`src/rtl/mlx90640_subpage_scanner.sv`:
```
// mlx90640_subpage_scanner: arithmetic MLX90640 subpage lookup plus a valid/ready scanner
// that streams every pixel address of a requested subpage.
module mlx90640_subpage_scanner #(
   parameter int COLS = 32,
   parameter int ROWS = 24,
   localparam int DEPTH = COLS * ROWS,
   localparam int ADDRW = $clog2(DEPTH),
   localparam int CW = $clog2(COLS)
) (
   input  logic             clk,
   input  logic             rst_n,
   input  logic             start,
   input  logic             start_subpage,
   input  logic             start_mode,
   output logic             busy,
   output logic             done,
   output logic             m_valid,
   input  logic             m_ready,
   output logic [ADDRW-1:0] m_addr,
   output logic             m_last,
   input  logic [ADDRW-1:0] lk_addr,
   input  logic             lk_mode,
   output logic             lk_subpage
);
   typedef enum logic [1:0] {IDLE, SCAN, DRAIN} state_t;
   localparam logic [ADDRW-1:0] END_IDX = ADDRW'(DEPTH - 1);
   state_t state;
   logic sub, mode, adv, hit;
   logic [ADDRW-1:0] idx, last_idx;
   function automatic logic sp(input logic [ADDRW-1:0] a, input logic md);
      return md ? a[CW] : a[CW] ^ a[0];
   endfunction
   // last matching pixel is in the final row, or the row before it when that row belongs to the other subpage
   always_comb begin
      adv = !m_valid || m_ready;
      hit = sp(idx, mode) == sub;
      last_idx = mode ? ((logic'((ROWS - 1) % 2) == sub) ? END_IDX : ADDRW'(DEPTH - 1 - COLS))
                      : ((sp(END_IDX, 1'b0) == sub) ? END_IDX : ADDRW'(DEPTH - 2));
   end
   always_ff @(posedge clk) begin
      if (!rst_n) begin
         state <= IDLE;
         busy <= 1'b0;
         done <= 1'b0;
         m_valid <= 1'b0;
         m_last <= 1'b0;
         m_addr <= '0;
         lk_subpage <= 1'b0;
         idx <= '0;
         sub <= 1'b0;
         mode <= 1'b0;
      end else begin
         done <= 1'b0;
         lk_subpage <= sp(lk_addr, lk_mode);
         case (state)
            IDLE: if (start) begin
               sub <= start_subpage;
               mode <= start_mode;
               idx <= '0;
               busy <= 1'b1;
               state <= SCAN;
            end
            SCAN: if (adv) begin
               m_valid <= hit;
               if (hit) begin
                  m_addr <= idx;
                  m_last <= idx == last_idx;
               end
               idx <= idx + 1'b1;
               if (idx == END_IDX) state <= DRAIN;
            end
            DRAIN: if (adv) begin
               m_valid <= 1'b0;
               m_last <= 1'b0;
               busy <= 1'b0;
               done <= 1'b1;
               state <= IDLE;
            end
            default: state <= IDLE;
         endcase
      end
   end
endmodule

```
`config.mk`:
```
export PLATFORM = sky130hd
export DESIGN_NAME = mlx90640_subpage_scanner
export DESIGN_NICKNAME = d
export VERILOG_FILES = /design/src/rtl/mlx90640_subpage_scanner.sv
export SDC_FILE = /design/constraint.sdc
export NUM_CORES = 1
export LEC_CHECK = 0
export CORE_MARGIN = 2
export CORE_UTILIZATION = 51
export CTS_BUF_LIST = sky130_fd_sc_hd__clkbuf_8
export DETAILED_ROUTE_END_ITERATION = 8
export GPL_ROUTABILITY_DRIVEN = 0
export PLACE_DENSITY = 0.81
export SYNTH_ARGS = -nofsm -noshare
export SYNTH_HDL_FRONTEND = slang
export SYNTH_SLANG_ARGS = --single-unit
```
`constraint.sdc`:
```
create_clock -name clk -period 1.8 [get_ports clk]
set_clock_uncertainty 0.1 [all_clocks]
set_input_delay 0.18 -clock clk [delete_from_list [all_inputs] [get_ports clk]]
set_output_delay 0.18 -clock clk [all_outputs]
set_load 0.02 [all_outputs]
```
==> results.sh <==
export IMPL_synth_warning_count=0
export IMPL_grt_max_degree=22
export IMPL_cts_buffers=5
export IMPL_synthTopCellsByCount="29 x dfxtp_1, 20 x nor2b_1, 12 x mux2i_1"
export IMPL_p_leak_nw=0.737
export IMPL_port_buffer_count=23
export IMPL_stdcell_area_sq_mm=0.00184
export IMPL_grt_pass1_vias=1105
export IMPL_antenna_cells=0
export IMPL_die_w_um=55.7
export IMPL_yosys_area_top_type="dfxtp_1"
export IMPL_ant_nets=0
export IMPL_r2r_cells=5
export IMPL_grt_busiest_layer="met2"
export IMPL_area_growth_pct=35.0
export IMPL_cts_tree="yes"
export IMPL_multi_input_area_sq_um=724
export IMPL_grt_usage_pct=20.0
export IMPL_cts_max_level=2
export IMPL_irDropWorstVdd_uv=783
export IMPL_ctsRootBufferMaster="clkbuf_8"
export IMPL_p_per_area_mw_per_mm2=829
export IMPL_std_cell_rows=18
export IMPL_grt_util_met3_pct=6.98
export IMPL_num_vias=1155
export IMPL_fmax_mhz=570
export IMPL_worst_pin_slew_ns=0.371
export IMPL_clock_latency_ns=0.27
export IMPL_drcViolationCount=0
export IMPL_synth_nets=162
export IMPL_utilization_pct=73.6
export IMPL_io_pins=32
export IMPL_period_needed_ns=1.75
export IMPL_drive_above_1_share_pct=16.5
export IMPL_async_flop_share_pct=0
export IMPL_clockBufferDepth=2
export IMPL_worstPathArrival_ns=1.86
export IMPL_timing_final_crit_share_pct=97.5
export IMPL_cp_max_fo=2
export IMPL_slew_violations=0
export IMPL_wl_um=2880
export IMPL_vias_per_cell=5.45
export IMPL_crit_path_end_kind="flip-flop"
export IMPL_timing_final_ws_setup_ns=0.0459
export IMPL_syn_area_per_cell_sq_um=9.46
export IMPL_syn_area_sq_mm=0.00136
export IMPL_layout_nets=199
export IMPL_status="finished clean"
export IMPL_hold_path_class="flip-flop to flip-flop"
export IMPL_clock_sinks=29
export IMPL_ys_flop_type="dfxtp_1"
export IMPL_overflow=0
export IMPL_finalSetupViolations=0
export IMPL_grt_util_met2_pct=31.6
export IMPL_critical_path_required_ns=1.90
export IMPL_drtIter0Drc=23
export IMPL_synth_distinct_cells=36
export IMPL_slew_limit_headroom_pct=75.2
export IMPL_synth_edf_count=0
export IMPL_grt_pass1_wl_um=4970
export IMPL_cap_violations=0
export IMPL_grt_util_met1_pct=25.3
export IMPL_drt_first_pass_iters=4
export IMPL_yosysSeqAreaShare_pct=42.6
export IMPL_die_y_um=55.7
export IMPL_synth_area_top_cells="dfxtp_1 43%, nor2b_1 9.2%, mux2i_1 8.8%"
export IMPL_antenna_found_initial=0
export IMPL_place_ws_ns=-0.175
export IMPL_startpoint_type="flip-flop"
export IMPL_fillers=175
export IMPL_dp_hpwl_um=2110
export IMPL_core_sq_mm=0.00250
export IMPL_seq_area_sq_um=583
export IMPL_ctsHoldBuffers=0
export IMPL_die_area_sq_mm=0.00310
export IMPL_syn_inst=144
export IMPL_critPathKind="flip-flop to flip-flop"
export IMPL_drt_wirelength_per_cell_um=13.6
export IMPL_place_area_sq_mm=0.00171
export IMPL_initial_core_util_pct=54.5
export IMPL_synth_top_area_share_pct=42.6
export IMPL_hold_viol_final=0
export IMPL_hold_path_depth=2
export IMPL_ys_ff_latch=29
export IMPL_synth_most_common_cell="dfxtp_1"
export IMPL_clk_pin_slew_ns=0.06
==> sequential cells by signal (all words and copies together) (netlist names) <==
| name | cells |
|---|---|
| done | 1 |
| state | 2 |
| m_last | 1 |
| busy | 1 |
| mode | 1 |
| m_addr | 10 |
| idx | 10 |
| sub | 1 |
| lk_subpage | 1 |
| m_valid | 1 |
==> what timing repair did <==
item | in CTS | in global routing
buffers inserted | 0 | 1
setup endpoints to repair | 0 | 2
gates resized for setup | 0 | 2
==> layout by cell type, fill, tap and decap left out, drive strengths merged, types with 2 or more instances in the layout <==
master / n
a21oi: 2
a22oi: 2
nor2: 10
nand3: 7
xnor2: 3
o21ai: 5
nand2: 7
inv: 5
buf: 16
nand4: 3
nor2b: 20
dfxtp: 29
nand2b: 2
and2: 2
xor2: 7
clkbuf: 6
a21boi: 4
clkdlybuf4s50: 23
mux2i: 12
a31oi: 2
==> worst paths after layout <==
path,start,to,slack [ns]
worst min-delay path,m_last,m_last,0.38
worst max register to register,idx[5],m_last,0.05
worst max-delay path,idx[5],m_last,0.05
worst min register to register,m_last,m_last,0.38
==> worst max-delay path: stages, from the launching register on <==
cell and delay [ns]:
dfxtp_1 0.32, xor2_1 0.17, xnor2_1 0.28, a21oi_1 0.15
or4_1 0.51, a21boi_1 0.15
==> where the power goes <==
group / internal (W) / total, W / switching, W
Combinational: 0.0000933 / 0.000174 / 0.0000803
Sequential: 0.000657 / 0.000669 / 0.0000125
Clock: 0.000445 / 0.000682 / 0.000237
==> cell type report <==
type                    instances  area share [%]
well taps                      30            2.04
multi-input cells             102            39.4
clock inverters                 2            1.84
flip-flops and latches         29            31.7
repair buffers                 39            19.7
inverters                       4           0.816
clock buffers                   6            4.49
==> per-stage QoR <==
| step | TNS (ns) | power [W] | instances | hold WS (ns) |
|---|---|---|---|---|
| floorplan | 0 | 0.000780 | 144 | 0.234 |
| global placement | -0.459 | 0.000849 | 203 | 0.364 |
| detailed placement | -1.14 | 0.000854 | 203 | 0.378 |
| CTS | 0 | 0.00153 | 211 | 0.389 |
| global route | -0.0310 | 0.00158 | 212 | 0.415 |
| finish | 0 | 0.00152 | 212 | 0.384 |
==> cells by family after synthesis <==
family	count (synthesis)	synth area share (%)
compound gates	22	13.3
xor+xnor	10	6.43
fa+ha+maj	1	0.918
buf+inv	13	4.22
flops	29	42.6
mux	13	9.64
simple gates	56	22.9
==> metal layers <==
metal / vias to the layer above / wire (um)
li1: 573 / -
met1: 546 / 1260
met2: 32 / 1430
met3: 4 / 162
met4: 0 / 28
met5: - / 0
Note: power is estimated with default switching activity, not from simulation.
